File: config.mk
export PLATFORM = sky130hd
export DESIGN_NAME = mc_control_fsm
export DESIGN_NICKNAME = d
export VERILOG_FILES = /design/src/rtl/mc_ctrl_pkg.sv /design/src/rtl/mc_main_decoder.sv /design/src/rtl/mc_control_fsm.sv
export SDC_FILE = /design/constraint.sdc
export NUM_CORES = 1
export LEC_CHECK = 0
export ABC_CLOCK_PERIOD_IN_PS = 1500
export BUFFER_PORTS_ARGS = -buffer_cell sky130_fd_sc_hd__clkbuf_2
export CAP_MARGIN = 10
export CORE_MARGIN = 1
export CORE_UTILIZATION = 35
export DETAILED_ROUTE_END_ITERATION = 10
export PLACE_DENSITY_LB_ADDON = 0.08
export SLEW_MARGIN = 5
export SYNTH_ARGS = -nofsm -noshare
export SYNTH_HDL_FRONTEND = slang
export SYNTH_SLANG_ARGS = --single-unit
export TNS_END_PERCENT = 50
File: constraint.sdc
create_clock -name CLK -period 1.5 [get_ports CLK]
set_clock_uncertainty 0.05 [all_clocks]
set_input_delay 0.15 -clock CLK [delete_from_list [all_inputs] [get_ports CLK]]
set_output_delay 0.15 -clock CLK [all_outputs]
set_load 0.1 [all_outputs]
File: src/rtl/mc_ctrl_pkg.sv
// Shared constants for the multi-cycle RV32I control unit: opcodes, the
// 4-bit state encoding, datapath select codes and the control-word struct.
package mc_ctrl_pkg;

   // RV32I major opcodes (IR[6:0])
   localparam logic [6:0] OPC_OP     = 7'b0110011;
   localparam logic [6:0] OPC_OPIMM  = 7'b0010011;
   localparam logic [6:0] OPC_AUIPC  = 7'b0010111;
   localparam logic [6:0] OPC_LOAD   = 7'b0000011;
   localparam logic [6:0] OPC_STORE  = 7'b0100011;
   localparam logic [6:0] OPC_BRANCH = 7'b1100011;
   localparam logic [6:0] OPC_JAL    = 7'b1101111;
   localparam logic [6:0] OPC_JALR   = 7'b1100111;
   localparam logic [6:0] OPC_LUI    = 7'b0110111;
   localparam logic [6:0] OPC_SYSTEM = 7'b1110011;

   // State encoding; S_IF must stay 0 so the async clear lands in fetch
   localparam logic [3:0] S_IF      = 4'd0;
   localparam logic [3:0] S_ID      = 4'd1;
   localparam logic [3:0] S_EX_ALU  = 4'd2;
   localparam logic [3:0] S_EX_ADDR = 4'd3;
   localparam logic [3:0] S_MEM_RD  = 4'd4;
   localparam logic [3:0] S_MEM_WR  = 4'd5;
   localparam logic [3:0] S_EX_BR   = 4'd6;
   localparam logic [3:0] S_EX_JAL  = 4'd7;
   localparam logic [3:0] S_EX_JALR = 4'd8;
   localparam logic [3:0] S_WB_ALU  = 4'd9;
   localparam logic [3:0] S_WB_MEM  = 4'd10;
   localparam logic [3:0] S_WB_LUI  = 4'd11;
   localparam logic [3:0] S_HALT    = 4'd12;

   // ALU operand A mux
   localparam logic [1:0] SRCA_A     = 2'b00;
   localparam logic [1:0] SRCA_PC    = 2'b01;
   localparam logic [1:0] SRCA_OLDPC = 2'b10;

   // ALU operand B mux (MUX_6)
   localparam logic [2:0] SRCB_B     = 3'b000;
   localparam logic [2:0] SRCB_FOUR  = 3'b001;
   localparam logic [2:0] SRCB_IMM   = 3'b010;

   // ALU operation class
   localparam logic [1:0] ALUOP_ADD   = 2'b00;
   localparam logic [1:0] ALUOP_FUNCT = 2'b01;
   localparam logic [1:0] ALUOP_BR    = 2'b10;

   // Register-file write-back mux (MUX_6)
   localparam logic [2:0] WB_ALUOUT = 3'b000;
   localparam logic [2:0] WB_MDR    = 3'b001;
   localparam logic [2:0] WB_PC     = 3'b010;
   localparam logic [2:0] WB_IMM    = 3'b011;

   // Instruction class produced by the main decoder
   typedef enum logic [3:0] {
      CLS_OP,
      CLS_OPIMM,
      CLS_AUIPC,
      CLS_LOAD,
      CLS_STORE,
      CLS_BRANCH,
      CLS_JAL,
      CLS_JALR,
      CLS_LUI,
      CLS_SYSTEM,
      CLS_ILLEGAL
   } instr_cls_e;

   // Complete control word driven to the datapath
   typedef struct packed {
      logic       i_mem_rd;
      logic       d_mem_rd;
      logic       d_mem_wr;
      logic       pc_write;
      logic       ir_write;
      logic       rs_write;
      logic       aluout_write;
      logic       mdr_write;
      logic       rf_write;
      logic [1:0] alu_src_a;
      logic [2:0] alu_src_b;
      logic [1:0] alu_op;
      logic       pc_sel;
      logic [2:0] wb_sel;
      logic       halted;
   } ctrl_t;

   // All-inactive control word: every enable low, every select at code 0
   function automatic ctrl_t ctrl_idle();
      ctrl_t c;
      c = '0;
      return c;
   endfunction

endpackage

File: src/rtl/mc_main_decoder.sv
// Main opcode decoder: classifies OPCODE and supplies the state that
// follows S_ID. Purely combinational.
import mc_ctrl_pkg::*;

module mc_main_decoder #(
   parameter int unsigned HALT_ON_ILLEGAL = 1
) (
   input  logic [6:0]  opcode_i,
   output instr_cls_e  cls_o,
   output logic [3:0]  id_next_o
);

   // Opcode to instruction class and post-decode state
   always_comb begin
      cls_o     = CLS_ILLEGAL;
      id_next_o = (HALT_ON_ILLEGAL != 0) ? S_HALT : S_IF;
      case (opcode_i)
         OPC_OP:     begin cls_o = CLS_OP;     id_next_o = S_EX_ALU;  end
         OPC_OPIMM:  begin cls_o = CLS_OPIMM;  id_next_o = S_EX_ALU;  end
         OPC_AUIPC:  begin cls_o = CLS_AUIPC;  id_next_o = S_EX_ALU;  end
         OPC_LOAD:   begin cls_o = CLS_LOAD;   id_next_o = S_EX_ADDR; end
         OPC_STORE:  begin cls_o = CLS_STORE;  id_next_o = S_EX_ADDR; end
         OPC_BRANCH: begin cls_o = CLS_BRANCH; id_next_o = S_EX_BR;   end
         OPC_JAL:    begin cls_o = CLS_JAL;    id_next_o = S_EX_JAL;  end
         OPC_JALR:   begin cls_o = CLS_JALR;   id_next_o = S_EX_JALR; end
         OPC_LUI:    begin cls_o = CLS_LUI;    id_next_o = S_WB_LUI;  end
         OPC_SYSTEM: begin cls_o = CLS_SYSTEM; id_next_o = S_HALT;    end
         default:    ;
      endcase
   end

endmodule

File: src/rtl/mc_control_fsm.sv
// Multi-cycle RV32I control unit. A per-instruction state machine drives
// all datapath enables and mux selects. Outputs are decoded from the state
// register (updated on posedge) so they are stable across the datapath's
// negedge capture.
// Optional feature macro: MC_PERF_CNT_EN adds cycle/retired-instruction
// counters; without it CYCLE_CNT and INSTR_CNT are tied to zero.
import mc_ctrl_pkg::*;

module mc_control_fsm #(
   parameter int unsigned HALT_ON_ILLEGAL = 1,
   parameter int unsigned PERF_W          = 32
) (
   input  logic              CLK,
   input  logic              RSTn,
   input  logic [6:0]        OPCODE,
   input  logic [2:0]        FUNCT3,
   input  logic              BR_TAKEN,
   input  logic              I_READY,
   input  logic              D_READY,
   output logic              I_MEM_RD,
   output logic              D_MEM_RD,
   output logic              D_MEM_WR,
   output logic              PC_WRITE,
   output logic              IR_WRITE,
   output logic              RS_WRITE,
   output logic              ALUOUT_WRITE,
   output logic              MDR_WRITE,
   output logic              RF_WRITE,
   output logic [1:0]        ALU_SRC_A,
   output logic [2:0]        ALU_SRC_B,
   output logic [1:0]        ALU_OP,
   output logic              PC_SEL,
   output logic [2:0]        WB_SEL,
   output logic              HALTED,
   output logic [PERF_W-1:0] CYCLE_CNT,
   output logic [PERF_W-1:0] INSTR_CNT
);

   logic [3:0] state_q, state_d;
   instr_cls_e cls_q, cls_d;
   instr_cls_e dec_cls;
   logic [3:0] dec_next;
   ctrl_t      ctrl;
   ctrl_t      ctrl_out;

   // FUNCT3 is consumed by the datapath ALU decoder, not by this FSM
   logic funct3_unused;
   assign funct3_unused = ^FUNCT3;

   mc_main_decoder #(
      .HALT_ON_ILLEGAL (HALT_ON_ILLEGAL)
   ) u_dec (
      .opcode_i  (OPCODE),
      .cls_o     (dec_cls),
      .id_next_o (dec_next)
   );

   // State and latched instruction class; class is captured leaving S_ID so
   // later states do not depend on IR staying untouched
   always_ff @(posedge CLK or negedge RSTn) begin
      if (!RSTn) begin
         state_q <= S_IF;
         cls_q   <= CLS_ILLEGAL;
      end else begin
         state_q <= state_d;
         cls_q   <= cls_d;
      end
   end

   // Next-state and per-state control word
   always_comb begin
      ctrl    = ctrl_idle();
      state_d = state_q;
      cls_d   = cls_q;
      case (state_q)
         S_IF: begin
            ctrl.i_mem_rd  = 1'b1;
            ctrl.alu_src_a = SRCA_PC;
            ctrl.alu_src_b = SRCB_FOUR;
            ctrl.alu_op    = ALUOP_ADD;
            ctrl.pc_write  = I_READY;
            ctrl.ir_write  = I_READY;
            if (I_READY) state_d = S_ID;
         end
         S_ID: begin
            // Branch/jump target precomputed as OLD_PC + IMM
            ctrl.rs_write     = 1'b1;
            ctrl.aluout_write = 1'b1;
            ctrl.alu_src_a    = SRCA_OLDPC;
            ctrl.alu_src_b    = SRCB_IMM;
            ctrl.alu_op       = ALUOP_ADD;
            state_d           = dec_next;
            cls_d             = dec_cls;
         end
         S_EX_ALU: begin
            ctrl.alu_src_a    = (cls_q == CLS_AUIPC) ? SRCA_OLDPC : SRCA_A;
            ctrl.alu_src_b    = (cls_q == CLS_OP) ? SRCB_B : SRCB_IMM;
            ctrl.alu_op       = ((cls_q == CLS_OP) || (cls_q == CLS_OPIMM)) ?
                                ALUOP_FUNCT : ALUOP_ADD;
            ctrl.aluout_write = 1'b1;
            state_d           = S_WB_ALU;
         end
         S_EX_ADDR: begin
            ctrl.alu_src_a    = SRCA_A;
            ctrl.alu_src_b    = SRCB_IMM;
            ctrl.alu_op       = ALUOP_ADD;
            ctrl.aluout_write = 1'b1;
            state_d           = (cls_q == CLS_LOAD) ? S_MEM_RD : S_MEM_WR;
         end
         S_MEM_RD: begin
            ctrl.d_mem_rd  = 1'b1;
            ctrl.mdr_write = D_READY;
            if (D_READY) state_d = S_WB_MEM;
         end
         S_MEM_WR: begin
            ctrl.d_mem_wr = 1'b1;
            if (D_READY) state_d = S_IF;
         end
         S_EX_BR: begin
            ctrl.alu_src_a = SRCA_A;
            ctrl.alu_src_b = SRCB_B;
            ctrl.alu_op    = ALUOP_BR;
            ctrl.pc_write  = BR_TAKEN;
            ctrl.pc_sel    = 1'b1;
            state_d        = S_IF;
         end
         S_EX_JAL: begin
            ctrl.rf_write = 1'b1;
            ctrl.wb_sel   = WB_PC;
            ctrl.pc_write = 1'b1;
            ctrl.pc_sel   = 1'b1;
            state_d       = S_IF;
         end
         S_EX_JALR: begin
            // Link and PC update share an edge: RF sees the old PC (PC+4)
            ctrl.alu_src_a = SRCA_A;
            ctrl.alu_src_b = SRCB_IMM;
            ctrl.alu_op    = ALUOP_ADD;
            ctrl.rf_write  = 1'b1;
            ctrl.wb_sel    = WB_PC;
            ctrl.pc_write  = 1'b1;
            ctrl.pc_sel    = 1'b0;
            state_d        = S_IF;
         end
         S_WB_ALU: begin
            ctrl.rf_write = 1'b1;
            ctrl.wb_sel   = WB_ALUOUT;
            state_d       = S_IF;
         end
         S_WB_MEM: begin
            ctrl.rf_write = 1'b1;
            ctrl.wb_sel   = WB_MDR;
            state_d       = S_IF;
         end
         S_WB_LUI: begin
            ctrl.rf_write = 1'b1;
            ctrl.wb_sel   = WB_IMM;
            state_d       = S_IF;
         end
         S_HALT: begin
            ctrl.halted = 1'b1;
         end
         default: begin
            // Unused encodings recover to fetch
            state_d = S_IF;
         end
      endcase
   end

   // Reset forces every output low at once, aborting any memory request
   always_comb begin
      ctrl_out = RSTn ? ctrl : ctrl_idle();
   end

   assign I_MEM_RD     = ctrl_out.i_mem_rd;
   assign D_MEM_RD     = ctrl_out.d_mem_rd;
   assign D_MEM_WR     = ctrl_out.d_mem_wr;
   assign PC_WRITE     = ctrl_out.pc_write;
   assign IR_WRITE     = ctrl_out.ir_write;
   assign RS_WRITE     = ctrl_out.rs_write;
   assign ALUOUT_WRITE = ctrl_out.aluout_write;
   assign MDR_WRITE    = ctrl_out.mdr_write;
   assign RF_WRITE     = ctrl_out.rf_write;
   assign ALU_SRC_A    = ctrl_out.alu_src_a;
   assign ALU_SRC_B    = ctrl_out.alu_src_b;
   assign ALU_OP       = ctrl_out.alu_op;
   assign PC_SEL       = ctrl_out.pc_sel;
   assign WB_SEL       = ctrl_out.wb_sel;
   assign HALTED       = ctrl_out.halted;

`ifdef MC_PERF_CNT_EN
   localparam logic [PERF_W-1:0] PERF_ONE = {{(PERF_W-1){1'b0}}, 1'b1};

   logic [PERF_W-1:0] cycle_q;
   logic [PERF_W-1:0] instr_q;

   // Cycle counter freezes in halt; instruction counter bumps on return to fetch
   always_ff @(posedge CLK or negedge RSTn) begin
      if (!RSTn) begin
         cycle_q <= '0;
         instr_q <= '0;
      end else begin
         if (state_q != S_HALT) cycle_q <= cycle_q + PERF_ONE;
         if ((state_d == S_IF) && (state_q != S_IF)) instr_q <= instr_q + PERF_ONE;
      end
   end

   assign CYCLE_CNT = cycle_q;
   assign INSTR_CNT = instr_q;
`else
   assign CYCLE_CNT = '0;
   assign INSTR_CNT = '0;
`endif

endmodule

* After elaboration in Yosys (flattened, before gate mapping)
Cells that the tools add are included.
** Storage, ports and cells
- Flip-flop bits (word level) :: 8
- Bits of input ports :: 15
- Output and inout port bits :: 85
- Word-level logic and storage cells :: 66
** Operators by class
- Eq/ne operators :: 28
- Multiplexer cells :: 24
- Bitwise operators :: 1
- Reductions and logical operators :: 11
** Operator list (number)
- $pmux 4 s10 :: 1
- $pmux 7 s5 :: 1
- $eq 7x7->1 const B :: 4
- $pmux 4 s7 :: 1
- $pmux 4 s6 :: 1
- $eq 7x6->1 const B :: 3
- $mux 21 :: 1
- $eq 4x4->1 const B :: 5
- $eq 4x2->1 const B :: 4
- $eq 4x3->1 const B :: 4
- $eq 7x5->1 const B :: 2
- $mux 1 :: 12
- $mux 4 :: 3
- $eq 4x1->1 const B :: 2
- $logic_not 4->1 :: 2
- $reduce_or 2->1 :: 4
- $eq 7x2->1 const B :: 1
- $ne 2x2->1 const B :: 3
- $pmux 2 s3 :: 1
- $reduce_or 3->1 :: 2
- $reduce_or 5->1 :: 1
- $mux 2 :: 2
- $reduce_and 4->1 :: 1
- $pmux 1 s3 :: 1
- other kinds (2) :: 2

* Longest topological paths before layout
- Depth in word-level cells :: 5
- Mapped depth :: 5
- Gate-level depth less buffers :: 4

* Hierarchy
A second synthesis with hierarchy kept.
** Unflattened totals
- Cell total of the unflattened synthesis :: 189
- Area, all modules :: 1413.9 um2
** By module, submodules not included
- mc_control_fsm :: instances 1, cells each 154, area each 1188.6 um2, sequential area each 202.7 um2
- mc_main_decoder :: instances 1, cells each 35, area each 225.2 um2, sequential area each 0.0 um2

* Least setup slack after synthesis
No wires, ideal clock.
- Path kind :: flip-flop to output port
- Start :: register state_q[3]
- End :: output IR_WRITE
- Data arrival time :: 4.052 ns
- Required time :: 1.300 ns
- Slack :: -2.752 ns
- Cell stages (with the launch flop) :: 6
- Buffers on the path :: 1
- Cell sequence :: dfrtp_1 -> buf_2 -> nor2_1 -> nand2_1 -> nor3_1 -> and2_1
** Between the ends
- Word-level cells in the longest chain between the ends :: 3
** Ends and longest elaborated chain
- start, declared :: RTL line mc_control_fsm.sv:39 : logic [3:0] state_q, state_d;
- start signal, assigned :: RTL line mc_control_fsm.sv:65 : state_q <= state_d;
- $logic_not 4->1 :: RTL line mc_control_fsm.sv:75 : case (state_q)
- $mux 1 :: RTL line mc_control_fsm.sv:75
- $mux 21 :: RTL line mc_control_fsm.sv:172 : ctrl_out = RSTn ? ctrl : ctrl_idle();
- end, declared :: RTL line mc_control_fsm.sv:24 : output logic IR_WRITE,
No other way between the ends.

* Worst setup path after layout
- Start :: register cls_q[3]
- End :: output ALU_SRC_B[1]
** Between the ends
- Word-level cells in the longest chain between the ends :: 4
** Ends and longest elaborated chain
- start, declared :: RTL line mc_control_fsm.sv:40 : instr_cls_e cls_q, cls_d;
- start signal, assigned :: RTL line mc_control_fsm.sv:66 : cls_q <= cls_d;
- $logic_not 4->1 :: RTL line mc_control_fsm.sv:97 : ctrl.alu_src_b = (cls_q == CLS_OP) ? SRCB_B : SRCB_IMM;
- $mux 2 :: RTL line mc_control_fsm.sv:97
- $pmux 7 s5 :: RTL line mc_control_fsm.sv:75
- $mux 21 :: RTL line mc_control_fsm.sv:172
- end, declared :: RTL line mc_control_fsm.sv:30 : output logic [2:0] ALU_SRC_B,
No other way between the ends.

==> qor.csv <==
stage;metric;value;unit
status;outcome;complete, but fails checks;
status;failing checks;setup timing;
timing;TNS Setup;-4050;ps
global_routing;largest net degree at the start of global routing;12;
clock_network;maximum root-to-sink buffer count;2;
layout;FF+latch area;208;µm²
floorplanning;row cnt;22;
floorplanning;Die Area;4210;µm²
worst_setup_path;R2R setup slack;-60;ps
layout;design area;2250;µm²
floorplanning;core area;3720;µm²
worst_setup_path;critical path capture point type;primary output;
timing;f_max;523;MHz
yosys;Synth cell types;47;
power;Peak VDD IR;0.734;mV
clock_network;latest clock arrival within the worst-skew pair;230;ps
layout;fraction of layout cells with a size suffix above 1;46.2;%
timing;Final min period;1910;ps
layout;fin nets;276;
worst_setup_path;Setup CP Type;reg -> out;
floorplanning;Initial Util;37.2;%
floorplanning;die span in y;64.9;µm
clock_network;CTS Buf Count;3;
worst_setup_path;Top delay family on crit path;simple AND/OR/NAND/NOR gates;
yosys;Avg Cell Area, Syn;7.28;µm²
floorplanning;Ports;100;
route;via count;1300;
timing;setup violators final;23;
yosys;most frequent cell after synthesis;buf_4;
global_routing;vias in the first global route;1177;
yosys;Synth Warn #;0;
worst_setup_path;CP peak stage delay;370;ps
power;Pwr Density;1860;nW/µm²
clock_network;CTS Sinks;8;
worst_hold_path;Min-Delay Path Class;in -> reg;
place;dpl hpwl;2620;µm
yosys;Seq cells post-synth;8;
layout;Antenna Cells;0;
timing;slack of the critical path;-412;ps
clock_network;CTS tree;yes;
floorplanning;Die Wd;64.9;µm
route;drt wl/cell;10.7;µm
yosys;largest area contributor in the netlist;buf_4;
global_routing;global route total overflow;0;
worst_setup_path;CP required;1300;ps
power;LEAKAGE;1.04;nW
timing;Final Cycle Share;127;%
route;drt via density;4.22;
route;Post-DRT Antenna Nets;0;
global_routing;number of antenna violations at the first check in global routing;0;
yosys;Seq/Total Area, Yosys;14.7;%
yosys;Mapped Area;1380;µm²
worst_setup_path;Cell Chain, Critical Path;or3_4, or2_1, a211oi_2, buf_4, nor4bb_4, buf_12;
global_routing;first-pass GRT wire length;5220;µm
yosys;commonest cells in the netlist;buf_4 (68), nand2_1 (13), nor2_1 (13);
route;drt pass-1 iters;3;
yosys;Post-Syn Instances;190;
layout;Fill cells;328;
timing;Pins Over Slew Limit;0;
layout;synth-to-layout area growth;62.9;%
place;dpl ws;-233;ps
clock_network;Worst-path clk slew;40;ps
timing;Hold Slack;195;ps
flow_run;max-cap check violation count;0;
clock_network;H-Tree Depth;1;
global_routing;Global Route Usage Sum;15.9;%
clock_network;CTS Root Cell;clkbuf_8;
worst_setup_path;Crit Path Max Fanout;2;
yosys;ranking of synthesized cells by area;buf_4 (37%), dfrtp_1 (11%), dfstp_2 (3.8%), nand2_1 (3.5%), nor2_1 (3.5%);
yosys;Post-synth EDFFs;0;
worst_setup_path;WP buf/inv;2;
worst_setup_path;CP Launch Type;register;
power;Total Power Consumption;0.00419;W
place;Cell Area, Placed;1890;µm²
place;Port Buffers;30;
place;Routability Congestion;0.838;
layout;Multi-input gate area;1070;µm²
worst_setup_path;slowest CP cell;or3_4;
worst_setup_path;Critical Path AT;1710;ps
yosys;area share of the largest cell type after synthesis;36.9;%
route;DR iter-0 viols;22;
route;DRT Wirelength;3310;µm
timing;RSZ-0062 raised after global routing;true;
yosys;Main synth FF type;dfrtp_1;
yosys;asr flop ratio synth;100;%
timing;final hold vios;0;
route;# DRC;0;
==> timing repair <==
action | CTS | global route
hold endpoints to repair | 4 | 0
gates resized for setup | 30 | 25
buffers inserted | 11 | 6
hold buffers | 2 | 0
endpoints found under the setup margin | 24 | 26
pin swaps | 9 | 15
==> layout make-up <==
class	instances	share of cell area [%]
multi-input cells	167	47.6
flip-flops and latches	8	9.22
well taps	48	2.67
inverters	2	0.333
repair buffers	79	38.2
clock buffers	4	2.00
==> flip-flops by register name (all words and copies together), names as in the netlist <==
signal / cells
state_q: 4
cls_q: 4
==> worst reg2reg max path: stages (launching register included) <==
cell and delay, ps:
dfrtp_2 450, buf_4 160, or3b_4 430, o32ai_2 140, a41oi_1 160, o211ai_1 100
==> logic make-up (layout without fill, tap and decap cells) <==
family                     after synthesis  count (layout)  synth area share [%]
adders and majority gates                1               1                 0.724
DFF                                      8               8                  14.7
xor gates and xnor gates                 2               2                  1.27
other                                    1              66                 0.271
AOI/OAI and AO/OA                       32              32                  15.7
and+or+nand+nor                         66              66                  26.0
buffers and inverters                   80              85                  41.4
==> power breakdown <==
group          total (W)  internal, W  leakage, nW  switching (W)
logic            0.00351      0.00129        0.919        0.00222
registers       0.000417     0.000317       0.0955       0.000100
clock network   0.000263     0.000184       0.0228      0.0000795
total            0.00419      0.00179         1.04        0.00240
==> metal layers <==
layer | vias up | track usage, % | share of wire (%)
li1 | 650 | - | -
met1 | 593 | 16.5 | 36
met2 | 51 | 29.8 | 57
met3 | 6 | 2.46 | 4.7
met4 | 0 | 8.61 | 2.0
met5 | - | 0 | 0
==> placed cells by master, fill, tap and decap left out, types with 5 or more instances in the layout <==
cell	count
conb_1	66
nor2_4	6
nor3_1	5
nand2_1	11
buf_6	14
buf_4	33
buf_12	19
o21ai_0	5
clkbuf_2	11
nor2_1	6
==> per-stage QoR <==
step	util (%)	instances
2_1_floorplan	-	255
3_3_place_gp	51.0	287
3_5_place_dp	51.0	287
4_1_cts	57.4	304
5_1_grt	60.6	308
6_report	60.6	308
==> final timing paths <==
check	start	end	depth (start not counted)
max	cls_q[3]	ALU_SRC_B[1]	6
min	OPCODE[0]	cls_q[0]	3
max reg2reg	state_q[0]	state_q[0]	5
min reg2reg	cls_q[0]	cls_q[0]	3
max in group asynchronous	RSTn	state_q[1]	3
min in group asynchronous	RSTn	cls_q[0]	2
No activity file was read; power rests on OpenSTA's default activity.
